`config.mk`:
```
export PLATFORM = sky130hd
export DESIGN_NAME = lc3b_mem_arbiter_flat
export DESIGN_NICKNAME = d
export VERILOG_FILES = /design/src/rtl/lc3b_mem_arbiter_if.sv /design/src/rtl/lc3b_mem_arbiter.sv /design/src/flat_wrapper.sv
export SDC_FILE = /design/constraint.sdc
export NUM_CORES = 1
export LEC_CHECK = 0
export CAP_MARGIN = 10
export CORE_ASPECT_RATIO = 1.75
export CORE_MARGIN = 2
export CORE_UTILIZATION = 37
export CTS_CLUSTER_SIZE = 25
export DETAILED_ROUTE_END_ITERATION = 6
export PLACE_DENSITY_LB_ADDON = 0.25
export SLEW_MARGIN = 20
export SYNTH_ARGS = -nofsm -noshare
export SYNTH_HDL_FRONTEND = slang
export SYNTH_SLANG_ARGS = --single-unit
```
`constraint.sdc`:
```
create_clock -name clk -period 2.2 [get_ports clk]
set_input_delay 0.55 -clock clk [delete_from_list [all_inputs] [get_ports clk]]
set_output_delay 0.55 -clock clk [all_outputs]
set_load 0.02 [all_outputs]
```
`src/rtl/lc3b_mem_arbiter_if.sv`:
```
// Bundle of requester-side and memory-side signals for lc3b_mem_arbiter.
// The slave modport is the arbiter's view; master is the surrounding system.
interface lc3b_mem_arbiter_if #(
    parameter int ADDR_W = 16,
    parameter int DATA_W = 16,
    parameter int MASK_W = 2
);
    logic              if_read;
    logic [ADDR_W-1:0] if_address;
    logic              if_resp;
    logic [DATA_W-1:0] if_rdata;

    logic              d_read;
    logic              d_write;
    logic [ADDR_W-1:0] d_address;
    logic [DATA_W-1:0] d_wdata;
    logic [MASK_W-1:0] d_byte_enable;
    logic              d_resp;
    logic [DATA_W-1:0] d_rdata;

    logic              pmem_read;
    logic              pmem_write;
    logic [ADDR_W-1:0] pmem_address;
    logic [DATA_W-1:0] pmem_wdata;
    logic [MASK_W-1:0] pmem_byte_enable;
    logic              pmem_resp;
    logic [DATA_W-1:0] pmem_rdata;

    logic              busy;

    modport slave (
        input  if_read, if_address,
        output if_resp, if_rdata,
        input  d_read, d_write, d_address, d_wdata, d_byte_enable,
        output d_resp, d_rdata,
        output pmem_read, pmem_write, pmem_address, pmem_wdata, pmem_byte_enable,
        input  pmem_resp, pmem_rdata,
        output busy
    );

    modport master (
        output if_read, if_address,
        input  if_resp, if_rdata,
        output d_read, d_write, d_address, d_wdata, d_byte_enable,
        input  d_resp, d_rdata,
        input  pmem_read, pmem_write, pmem_address, pmem_wdata, pmem_byte_enable,
        output pmem_resp, pmem_rdata,
        input  busy
    );
endinterface

```
`src/rtl/lc3b_mem_arbiter.sv`:
```
// Shares one memory port between LC-3b instruction fetch and data access.
// Define LC3B_MEM_ARB_RR_EN for round-robin arbitration; default is data priority.
module lc3b_mem_arbiter #(
    parameter int ADDR_W = 16,
    parameter int DATA_W = 16,
    parameter int MASK_W = 2
) (
    input logic                clk,
    input logic                rst_n,
    lc3b_mem_arbiter_if.slave  bus
);
    typedef enum logic [1:0] {IDLE, SERVE_IF, SERVE_D} state_e;

    state_e            state_q;
    logic              rd_q;
    logic              wr_q;
    logic [ADDR_W-1:0] addr_q;
    logic [DATA_W-1:0] wdata_q;
    logic [MASK_W-1:0] be_q;

    logic pend_if;
    logic pend_d;
    logic grant_d;

    assign pend_if = bus.if_read;
    assign pend_d  = bus.d_read | bus.d_write;

`ifdef LC3B_MEM_ARB_RR_EN
    logic last_d_q;
    // On a tie the requester that was not served last wins.
    assign grant_d = pend_d & (~pend_if | ~last_d_q);
`else
    assign grant_d = pend_d;
`endif

    // NOTE: all state lives in this one clocked block and uses <= so every
    // register samples the same pre-edge values; blocking = here would race.
    always_ff @(posedge clk or negedge rst_n) begin
        if (!rst_n) begin
            state_q <= IDLE;
            rd_q    <= 1'b0;
            wr_q    <= 1'b0;
            addr_q  <= '0;
            wdata_q <= '0;
            be_q    <= '1;
`ifdef LC3B_MEM_ARB_RR_EN
            last_d_q <= 1'b1;
`endif
        end else begin
            case (state_q)
                IDLE: begin
                    if (grant_d) begin
                        state_q <= SERVE_D;
                        rd_q    <= bus.d_read & ~bus.d_write;
                        wr_q    <= bus.d_write;
                        addr_q  <= bus.d_address;
                        wdata_q <= bus.d_wdata;
                        be_q    <= bus.d_byte_enable;
`ifdef LC3B_MEM_ARB_RR_EN
                        last_d_q <= 1'b1;
`endif
                    end else if (pend_if) begin
                        state_q <= SERVE_IF;
                        rd_q    <= 1'b1;
                        wr_q    <= 1'b0;
                        addr_q  <= bus.if_address;
                        wdata_q <= '0;
                        be_q    <= '1;
`ifdef LC3B_MEM_ARB_RR_EN
                        last_d_q <= 1'b0;
`endif
                    end
                end
                SERVE_IF, SERVE_D: begin
                    if (bus.pmem_resp) begin
                        state_q <= IDLE;
                        rd_q    <= 1'b0;
                        wr_q    <= 1'b0;
                    end
                end
                default: begin
                    state_q <= IDLE;
                    rd_q    <= 1'b0;
                    wr_q    <= 1'b0;
                end
            endcase
        end
    end

    assign bus.pmem_read        = rd_q;
    assign bus.pmem_write       = wr_q;
    assign bus.pmem_address     = addr_q;
    assign bus.pmem_wdata       = wdata_q;
    assign bus.pmem_byte_enable = be_q;

    // Completion is routed only to the owner; a stray pmem_resp in IDLE is dropped.
    assign bus.if_resp  = (state_q == SERVE_IF) & bus.pmem_resp;
    assign bus.d_resp   = (state_q == SERVE_D)  & bus.pmem_resp;
    assign bus.if_rdata = bus.pmem_rdata;
    assign bus.d_rdata  = bus.pmem_rdata;
    assign bus.busy     = (state_q != IDLE);
endmodule

```
`src/flat_wrapper.sv`:
```
// flat-port wrapper written by rule: the top's interface ports become plain ports
module lc3b_mem_arbiter_flat 
#(
    parameter int ADDR_W = 16,
    parameter int DATA_W = 16,
    parameter int MASK_W = 2
)
  (clk, rst_n, bus_if_read, bus_if_address, bus_if_resp, bus_if_rdata, bus_d_read, bus_d_write, bus_d_address, bus_d_wdata, bus_d_byte_enable, bus_d_resp, bus_d_rdata, bus_pmem_read, bus_pmem_write, bus_pmem_address, bus_pmem_wdata, bus_pmem_byte_enable, bus_pmem_resp, bus_pmem_rdata, bus_busy);
  lc3b_mem_arbiter_if #(.ADDR_W(ADDR_W), .DATA_W(DATA_W), .MASK_W(MASK_W)) bus_i ();
  input logic clk;
  input logic rst_n;
  input wire logic [$bits(bus_i.if_read)-1:0] bus_if_read;
  input wire logic [$bits(bus_i.if_address)-1:0] bus_if_address;
  output wire logic [$bits(bus_i.if_resp)-1:0] bus_if_resp;
  output wire logic [$bits(bus_i.if_rdata)-1:0] bus_if_rdata;
  input wire logic [$bits(bus_i.d_read)-1:0] bus_d_read;
  input wire logic [$bits(bus_i.d_write)-1:0] bus_d_write;
  input wire logic [$bits(bus_i.d_address)-1:0] bus_d_address;
  input wire logic [$bits(bus_i.d_wdata)-1:0] bus_d_wdata;
  input wire logic [$bits(bus_i.d_byte_enable)-1:0] bus_d_byte_enable;
  output wire logic [$bits(bus_i.d_resp)-1:0] bus_d_resp;
  output wire logic [$bits(bus_i.d_rdata)-1:0] bus_d_rdata;
  output wire logic [$bits(bus_i.pmem_read)-1:0] bus_pmem_read;
  output wire logic [$bits(bus_i.pmem_write)-1:0] bus_pmem_write;
  output wire logic [$bits(bus_i.pmem_address)-1:0] bus_pmem_address;
  output wire logic [$bits(bus_i.pmem_wdata)-1:0] bus_pmem_wdata;
  output wire logic [$bits(bus_i.pmem_byte_enable)-1:0] bus_pmem_byte_enable;
  input wire logic [$bits(bus_i.pmem_resp)-1:0] bus_pmem_resp;
  input wire logic [$bits(bus_i.pmem_rdata)-1:0] bus_pmem_rdata;
  output wire logic [$bits(bus_i.busy)-1:0] bus_busy;
  assign bus_i.if_read = bus_if_read;
  assign bus_i.if_address = bus_if_address;
  assign bus_if_resp = bus_i.if_resp;
  assign bus_if_rdata = bus_i.if_rdata;
  assign bus_i.d_read = bus_d_read;
  assign bus_i.d_write = bus_d_write;
  assign bus_i.d_address = bus_d_address;
  assign bus_i.d_wdata = bus_d_wdata;
  assign bus_i.d_byte_enable = bus_d_byte_enable;
  assign bus_d_resp = bus_i.d_resp;
  assign bus_d_rdata = bus_i.d_rdata;
  assign bus_pmem_read = bus_i.pmem_read;
  assign bus_pmem_write = bus_i.pmem_write;
  assign bus_pmem_address = bus_i.pmem_address;
  assign bus_pmem_wdata = bus_i.pmem_wdata;
  assign bus_pmem_byte_enable = bus_i.pmem_byte_enable;
  assign bus_i.pmem_resp = bus_pmem_resp;
  assign bus_i.pmem_rdata = bus_pmem_rdata;
  assign bus_busy = bus_i.busy;
  lc3b_mem_arbiter #(.ADDR_W(ADDR_W), .DATA_W(DATA_W), .MASK_W(MASK_W)) u_core (.clk(clk), .rst_n(rst_n), .bus(bus_i));
endmodule
```
; ---- Word level (Yosys, flattened, before mapping)
; Cells that the tools add are included.
; W data, S select, Z words.
[totals]
ff_bits = 38
inputBits = 72
out_inout_bits = 71
wordCells = 38
[classes]
n_eq_ne = 4
muxes = 17
bitwise = 5
reduce_logical = 6
[ops]
columns = operator, n
row1 = $mux W16, 4
row2 = $mux W2, 5
row3 = $mux W1, 5
row4 = $pmux W1 S2, 2
row5 = $pmux W2 S2, 1
row6 = $reduce_and A2 Y1, 2
row7 = $reduce_bool A2 Y1, 2
row8 = $and A1 B1 Y1, 3
row9 = $ne A3 B2 Y1 const B, 1
row10 = $eq A2 B1 Y1 const B, 1
row11 = $eq A2 B2 Y1 const B, 1
row12 = $logic_not A2 Y1, 1
row13 = $ne A2 B2 Y1 const B, 1
row14 = $reduce_or A2 Y1, 1
row15 = $not A1 Y1, 1
row16 = $or A1 B1 Y1, 1

; ---- Longest topological paths before layout
[depth]
word_depth = 4
ltp_mapped = 7
depth_no_buf = 5

; ---- Worst setup path after synthesis
; Ideal clock, no wire load.
[synth_timing]
path_type = reg-to-reg
startpoint = register u_core.state_q[0]
endpoint = register u_core.wdata_q[5], in the netlist u_core.bus.pmem_wdata[5]
setup_ps = 121
arrival_time_ps = 1341
required_ps = 2079
setup_slack_ps = 738
stages_incl_launch_ff = 7
n_path_buf = 1
period_less_slack_ps = 1462
cell_sequence = dfrtp_1 inv_1 ha_1 inv_1 nor2_4 buf_4 a22o_1
[synth_via]
elab_chain_cells = 2
[synth_lines]
columns = element, line
row1 = start: declaration, lc3b_mem_arbiter.sv:14  ; state_e state_q;
row2 = start signal: assignment, lc3b_mem_arbiter.sv:40  ; state_q <= IDLE;
row3 = start signal: assignment, lc3b_mem_arbiter.sv:53  ; state_q <= SERVE_D;
row4 = start signal: assignment, lc3b_mem_arbiter.sv:63  ; state_q <= SERVE_IF;
row5 = $logic_not A2 Y1, lc3b_mem_arbiter.sv:50  ; case (state_q)
row6 = $reduce_and A2 Y1 (no source line), --
row7 = end signal: assignment, lc3b_mem_arbiter.sv:57  ; wdata_q <= bus.d_wdata;
row8 = end: declaration, lc3b_mem_arbiter.sv:18  ; logic [DATA_W-1:0] wdata_q;
; No other way between the ends.
; A chain may end at the register's enable or synchronous reset.

; ---- Final worst setup path
[layout_timing]
startpoint = input port bus_pmem_resp
endpoint = output port bus_d_resp
[layout_via]
elab_chain_cells = 1
[layout_lines]
columns = element, line
row1 = start: declaration, flat_wrapper.sv:28  ; input wire logic [$bits(bus_i.pmem_resp)-1:0] bus_pmem_resp;
row2 = $and A1 B1 Y1, lc3b_mem_arbiter.sv:98  ; assign bus.d_resp = (state_q == SERVE_D) & bus.pmem_resp;
row3 = end: declaration, flat_wrapper.sv:21  ; output wire logic [$bits(bus_i.d_resp)-1:0] bus_d_resp;
; No other way between the ends.

==> results.py <==
metrics = {
    "synthesis": {
        "synth_cells": 171,
        "synth_largest_area_cell": "dfrtp_1",
        "synth_top_family_by_area": "buffers and inverters",
        "yosysUniqueCellTypes": 25,
        "synth_area_leaders": "dfrtp_1 (47%), buf_4 (13%), mux2i_1 (8.3%)",
        "synth_fa_ha_area_share_pct": 1.94,
        "synth_compound_area_share_pct": 16.6,
        "syn_area_per_cell_um2": 11.3,
        "syn_area_um2": 1930,
        "netlist.area_leader.share_pct": 46.7,
        "ys_warn_count": 0,
        "synth_seq_cells": 38,
        "yosys.area_share.simple_pct": 6.55,
        "yosysSeqAreaShare_pct": 49.4,
        "muxShareOfSynthArea_pct": 8.30,
        "syn_nets": 246,
        "synth_xor_area_share_pct": 0,
    },
    "critical_path": {
        "crit_path_end_kind": "output pin",
        "criticalPathCategory": "input port to output pin",
        "cp.arrival_ns": 1.46,
        "rr_startpoint": "u_core.state_q[0]",
        "required_ns": 1.65,
        "startpoint": "bus_pmem_resp",
        "cp-start-kind": "input port",
        "r2r_cells": 6,
        "reg2reg_slack_ns": 0.71,
        "r2r-end": "u_core.state_q[1]",
        "crit_path_max_fanout": 3,
    },
    "cells_and_area": {
        "num_antenna_cells": 0,
        "drive_gt1_share_pct": 8.37,
        "fillers": 465,
        "fin_nets": 313,
        "syn_to_final_growth_pct": 44.5,
        "final_cell_mix": "clkdlybuf4s50_1 (90), dfrtp_1 (36), nand2_1 (17), a22o_1 (17), mux2i_1 (16)",
        "final_common_cell": "clkdlybuf4s50_1",
    },
    "placement": {
        "dp_hpwl_um": 3440,
        "routabilityCongestion": 0.717,
        "port_buffers": 94,
        "dp_slack_ns": -0.0863,
    },
    "floorplanning": {
        "pin_count": 143,
        "row_count": 34,
        "die_area_um2": 5830,
        "die_x_um": 58.6,
        "die_h_um": 99.6,
        "start_util_pct": 38.5,
        "core_um2": 5020,
    },
    "sta": {
        "period_share_pct": 91.5,
        "relSlewSlack_pct": 69.7,
        "slew_violations": 0,
        "setup_viol": 0,
        "hold_viol": 0,
        "worst_slack_ns": 0.186,
        "worst_pin_slew_ns": 0.455,
        "fmax_mhz": 497,
        "period_needed_ns": 2.01,
        "final.setup_skew_ns": 0.00559,
        "rsz0062_at_grt": "no",
    },
    "global_route": {
        "overflow": 0,
        "track_usage_pct": 15.2,
        "antenna_found_initial": 0,
        "grt_pass1_wl_um": 6800,
        "grt_pass1_vias": 1468,
        "grt_max_degree": 29,
    },
    "power": {
        "p_sw_share_pct": 38.8,
        "power_uw": 3810,
        "vdd_drop_max_mv": 0.584,
        "p_clk_share_pct": 11.8,
        "power_leakage_uw": 0.00121,
        "p_int_uw": 2330,
        "power_density_nw_per_um2": 1370,
        "power_frac_comb_pct": 55.8,
        "switching_power_uw": 1480,
        "seq_power_share_pct": 32.4,
    },
    "drt": {
        "vias_per_cell": 4.89,
        "drc": 10,
        "firstDrtPassIters": 6,
        "initialDrtViolationCount": 41,
        "vias": 1432,
        "routed_wirelength_um": 4380,
        "ant_nets": 0,
        "routedWlPerCell_um": 14.9,
    },
    "job": {
        "drv_cap": 0,
    },
    "cts": {
        "cts_sinks": 38,
        "cts_tree": "yes",
        "cts_buffers": 5,
        "cts_setup_buffers": 0,
        "clkTransAtPathRegs_ns": 0.08,
        "htree_levels": 2,
        "worstSkewPairLatency_ns": 0.28,
        "holdBufCountCts": 0,
        "root_buffer": "clkbuf_8",
        "clockBufferDepth": 2,
    },
    "outcome": {
        "outcome": "finished, violations left",
        "violations": "design-rule violations",
    },
    "worst_hold_path": {
        "hp-class": "input port to async pin",
    },
}
-- worst max-delay path, stage by stage --
cell	delay, ns
clkdlybuf4s50_1	0.47
and2_1	0.12
dlygate4sd2_1	0.32
-- repair_timing --
action	4_1_cts	5_1_grt
gates resized for setup	2	1
setup endpoints to repair	2	1
hold endpoints to repair	0	0
pin swaps	0	0
-- worst max path at each step --
stage / end / slack, ns / cells past startpoint
floorplan: u_core.bus.pmem_wdata[5] / 0.74 / 6
global placement: bus_d_resp / -0.08 / 3
detailed placement: bus_d_resp / -0.09 / 3
CTS: bus_busy / 0.0002 / 4
global route: bus_d_resp / 0.15 / 3
finish: bus_d_resp / 0.19 / 3
-- layer usage --
| layer | up-vias | routed length (um) | GRT usage [%] |
|---|---|---|---|
| met4 | 0 | 58 | 6.82 |
| met3 | 7 | 319 | 3.51 |
| li1 | 688 | - | - |
| met5 | - | 0 | 0 |
| met1 | 678 | 1470 | 15.8 |
| met2 | 59 | 2530 | 28.0 |
-- final cells by class --
type	instances	area, um^2	area share [%]
inverters	4	15.0	0.538
repair buffers	101	1030	36.8
well taps	54	67.6	2.42
flip-flops and latches	38	953	34.2
clock buffers	6	72.6	2.60
clock inverters	2	10.0	0.359
multi-input cells	88	644	23.1
-- per-stage QoR --
stage	std cells	hold WS [ns]	util, %	setup TNS, ns	area [um^2]
finish	293	0.207	55.6	0	2790
global placement	285	0.466	53.9	-0.166	2710
CTS	293	0.217	55.5	0	2790
detailed placement	285	0.473	53.9	-0.173	2710
global route	293	0.221	55.6	0	2790
floorplan	171	0.254	-	0	1930
-- cells by family after synthesis --
| family | after synthesis |
|---|---|
| AO/OA/AOI/OAI | 45 |
| adder cells (fa/ha/maj) | 3 |
| flip-flops | 38 |
| AND/OR/NAND/NOR | 24 |
| buffers and inverters | 45 |
| multiplexers | 16 |
-- power groups by stage --
stage               clock, uW  sequential [uW]  combinational [uW]
global placement            0             1250                2140
floorplan                   0             1620                 891
CTS                       469             1240                2170
detailed placement          0             1240                2170
global route              503             1280                2290
finish                    450             1230                2120
-- registers in the layout, indices dropped and copies added, names as in the netlist --
signal and count:
u_core.bus.pmem_address 16, u_core.bus.pmem_wdata 16, u_core.bus.pmem_byte_enable 2, u_core.state_q 2, u_core.bus.pmem_read 1, u_core.bus.pmem_write 1
-- Yosys cell counts --
cell	instances
a2bb2oi_1	1
or2_1	1
o22a_1	2
buf_2	1
clkbuf_1	1
and2_1	2
clkbuf_2	1
nand2b_1	2
nand2_1	17
inv_1	4
o21ai_1	13
nor2_8	1
buf_4	33
buf_6	5
mux2i_1	16
ha_1	3
a22o_1	17
o21a_1	1
o21ai_0	5
nor2_4	1
dfrtp_1	36
o31ai_4	1
o22ai_1	1
dfstp_2	2
a21oi_1	4
No activity file was read; power rests on OpenSTA's default activity.
==> RTL change 1, RTL diff (config.mk and constraints unchanged) <==
The 3 states of `state_e` get a one-hot encoding in 3 bits.
--- a/src/rtl/lc3b_mem_arbiter.sv
+++ b/src/rtl/lc3b_mem_arbiter.sv
@@ -9,7 +9,7 @@
     input logic                rst_n,
     lc3b_mem_arbiter_if.slave  bus
 );
-    typedef enum logic [1:0] {IDLE, SERVE_IF, SERVE_D} state_e;
+    typedef enum logic [2:0] {IDLE = 3'b001, SERVE_IF = 3'b010, SERVE_D = 3'b100} state_e;
 
     state_e            state_q;
     logic              rd_q;
Formal check against the unedited RTL: same outputs for any inputs over 10 cycles, from zero or initial values and one cycle with rst_n low; not proved beyond that.
==> RTL change 1 against the unedited design <==
  * Design area is 6.2% higher
  * Area after synthesis up 3.9%
  * Power rose by 6.7%
  * Fmax fell by 3.0%
  * Sequential cell count increased by 1
  * Wire length grew 1.6%
  * Utilization up 0.80 points
  * Setup slack worse by 63 ps
==> RTL change 1: results <==
[placement]
place_ws_ps = -156
gp_congestion = 0.726
dp_hpwl_microns = 3400
io_buffers = 94

[setup_path]
r2r-start = u_core.state_q[0]
cp.arrival_ps = 1530
r2r_slack_ps = 370
rr_endpoint = u_core.bus.pmem_address[3]
reg2regPathDepth = 6
crit_fanout = 2

[global_routing]
overflow = 0
track_usage = 0.153
grt_pass1_vias = 1397
grt_pass1_wl_microns = 7070
met3_usage = 0.0332
grt.met2_usage = 0.247
use_met1 = 0.193
grt_max_degree = 40

[clocking]
cts_buffers = 5
root_buffer = clkbuf_8
htreeDepth = 2
clk_path_buf_depth = 2

[logic_synthesis]
synthDistinctLibCells = 26
yosys-top-cells-area = dfrtp_1, buf_4, mux2_1, a22o_1, mux2_4
synth_fp_nets = 227
synth_common_cells = dfrtp_1, buf_4, a22o_1, mux2_1, mux2_4
yosys_warnings = 0
ys_async_sr_fraction = 1.00
yosysSeqAreaShare = 0.488
synthCells = 155

[timing]
fin_hold_ws_ps = 315
max_slew_margin = 0.669
fin_skew_ps = 1.98

[finish]
finalNetCount = 301
layout-drive-gt1-share = 0.191
antenna_cells = 0

[worst_hold_path]
worstHoldPathType = in -> async

[routing]
first_iter_violations = 47
avgViaCountPerCell = 5.06
dr.pass1.iters = 4
routed_wl_microns = 4450

[pwr]
ir_drop_mv = 0.780
p_leak_nw = 1.27

[run_status]
outcome = finished clean
RTL change 1: final cells by class:
type | count | area, sq um
Timing Repair Buffer | 105 | 1060
Clock buffer | 8 | 100
Inverter | 3 | 11.3
Fill cell | 466 | 2290
Sequential cell | 39 | 980
Multi-Input combinational cell | 75 | 737
Tap cell | 55 | 68.8
RTL change 1: logic make-up (layout without fill, tap and decap cells):
| family | Yosys count | after routing | synth area share |
|---|---|---|---|
| and+or+nand+nor | 20 | 20 | 0.0755 |
| AOI/OAI and AO/OA | 23 | 23 | 0.0942 |
| DFF | 39 | 39 | 0.488 |
| muxes | 32 | 32 | 0.197 |
| buffers and inverters | 41 | 116 | 0.145 |
RTL change 1: stage by stage:
stage / utilization / setup TNS (ps) / instance area [sq um] / cells
final: 0.564 / 0 / 2960 / 285
after global routing: 0.564 / 0 / 2960 / 285
after CTS: 0.564 / 0 / 2960 / 285
after detailed placement: 0.545 / -304 / 2870 / 277
after global placement: 0.545 / -290 / 2870 / 277
after floorplan: - / 0 / 2010 / 155
RTL change 1: worst max-delay path: stages:
cell and delay (ps):
clkdlybuf4s50_1 480, nand2b_1 70, nor2_1 90, dlygate4sd2_1 330
RTL change 1: worst max path at each step:
stage	from	endpoint	slack, ps	cells after the start
floorplan	bus_d_write	u_core.bus.pmem_address[10]	470	4
global placement	bus_pmem_resp	bus_d_resp	-150	4
detailed placement	bus_pmem_resp	bus_d_resp	-160	4
CTS	bus_pmem_resp	bus_d_resp	120	4
finish	bus_pmem_resp	bus_d_resp	120	4
global route	bus_pmem_resp	bus_if_resp	60	4
RTL change 1: timing repair:
item,in CTS,in global routing
setup endpoints to repair,3,0
gates resized for setup,3,0
buffers inserted,0,0
RTL change 1: where the power goes:
group | internal, W | switching (W)
Combinational | 0.00125 | 0.00102
Sequential | 0.00108 | 0.000193
Clock | 0.000286 | 0.000230
Total | 0.00262 | 0.00144
RTL change 1: routing by layer:
| layer | up-vias | wire length [microns] |
|---|---|---|
| met5 | - | 0 |
| li1 | 663 | - |
| met2 | 49 | 2390 |
| met4 | 0 | 123 |
| met1 | 717 | 1670 |
| met3 | 12 | 259 |
==> RTL change 2, RTL diff (same flow settings) <==
Made on the original files. `DATA_W` is set to 16 in 3 places; all go to 32.
--- a/src/rtl/lc3b_mem_arbiter_if.sv
+++ b/src/rtl/lc3b_mem_arbiter_if.sv
@@ -2,7 +2,7 @@
 // The slave modport is the arbiter's view; master is the surrounding system.
 interface lc3b_mem_arbiter_if #(
     parameter int ADDR_W = 16,
-    parameter int DATA_W = 16,
+    parameter int DATA_W = 32,
     parameter int MASK_W = 2
 );
     logic              if_read;
--- a/src/rtl/lc3b_mem_arbiter.sv
+++ b/src/rtl/lc3b_mem_arbiter.sv
@@ -2,7 +2,7 @@
 // Define LC3B_MEM_ARB_RR_EN for round-robin arbitration; default is data priority.
 module lc3b_mem_arbiter #(
     parameter int ADDR_W = 16,
-    parameter int DATA_W = 16,
+    parameter int DATA_W = 32,
     parameter int MASK_W = 2
 ) (
     input logic                clk,
--- a/src/flat_wrapper.sv
+++ b/src/flat_wrapper.sv
@@ -2,7 +2,7 @@
 module lc3b_mem_arbiter_flat 
 #(
     parameter int ADDR_W = 16,
-    parameter int DATA_W = 16,
+    parameter int DATA_W = 32,
     parameter int MASK_W = 2
 )
   (clk, rst_n, bus_if_read, bus_if_address, bus_if_resp, bus_if_rdata, bus_d_read, bus_d_write, bus_d_address, bus_d_wdata, bus_d_byte_enable, bus_d_resp, bus_d_rdata, bus_pmem_read, bus_pmem_write, bus_pmem_address, bus_pmem_wdata, bus_pmem_byte_enable, bus_pmem_resp, bus_pmem_rdata, bus_busy);
Interface: changed (5 resized); port bits go from 143 to 223. The function was not compared with the original's and may differ.
==> RTL change 2 against the unedited design <==
  * Die area up 41%
  * Area after synthesis up 44%
  * Wire length rose by 45%
  * Setup slack got worse by 17 ps
  * Power is 48% higher
  * Sequential share of layout area increased by 1.3 points
  * Design area grew 37%
  * Sequential power increased by 42%
  * Highest routed layer unchanged
  * Largest power group unchanged
  * Count of clock-buffer cells in the layout is the same
  * Critical path type unchanged
  * Largest cell class is now sequential cells
  * Combinational power increased by 42%
  * Sequential cell count up 16
==> RTL change 2: results <==
[logic_synthesis]
yosysSeqAreaShare = 0.488
yosys-top-cells-area = dfrtp_1, buf_4, a22o_1, mux2i_1, buf_6
synth-adder-area-share = 0.0135
synth_fp_nets = 345
synth_common_cells = buf_4, dfrtp_1, a22o_1
synthMuxAreaShare = 0.0577
synth-compound-area-share = 0.183

[placement]
dp_hpwl_microns = 4730
io_buffers = 126
gp_congestion = 0.700

[routing]
wire_per_inst_microns = 16.3
wl_met1_microns = 2230
met2_wirelength_microns = 3100
via_count = 1902
dr.pass1.iters = 4
first_iter_violations = 72

[timing]
fin_skew_ps = 4.99
max_slew_margin = 0.754
fin_hold_ws_ps = 167

[clocking]
root_buffer = clkbuf_16
post_cts_resize_count = 3

[global_routing]
grt.met2_usage = 0.259
use_met1 = 0.170
grt_pass1_vias = 1986
met3_usage = 0.0401
grt_max_degree = 41
track_usage = 0.160

[setup_path]
rr_endpoint = u_core.bus.pmem_wdata[0]
max_stage_delay_ps = 490
reg2regPathDepth = 7
cp.arrival_ps = 1480

[pwr]
ir_drop_mv = 0.735

[run_status]
outcome = finished clean

[worst_hold_path]
worstHoldPathType = in -> async

[finish]
layout-drive-gt1-share = 0.132
finalNetCount = 410
[RTL change 2: layout make-up]
type,count,area [sq um],area share
sequential,54,1350,0.355
clock buffer,6,129,0.0338
inverter,4,15.0,0.00394
timing repair buffer,134,1350,0.354
multi-input combinational,104,818,0.215
tap,86,108,0.0282
clock inverter,2,37.5,0.00985
[RTL change 2: where the power goes]
group	total, W	internal, W	switching [W]
logic	0.00300	0.00150	0.00149
clock network	0.000881	0.000538	0.000343
registers	0.00175	0.00149	0.000262
total	0.00562	0.00353	0.00210
[RTL change 2: stage by stage]
step / cell area [sq um] / util / instances / power [W] / setup WS [ps]
floorplan: 2780 / - / 238 / 0.00364 / 646
global placement: 3650 / 0.504 / 382 / 0.00479 / -88.9
detailed placement: 3650 / 0.504 / 382 / 0.00482 / -120
CTS: 3810 / 0.527 / 390 / 0.00573 / 153
global route: 3810 / 0.527 / 390 / 0.00599 / 123
finish: 3810 / 0.527 / 390 / 0.00562 / 169
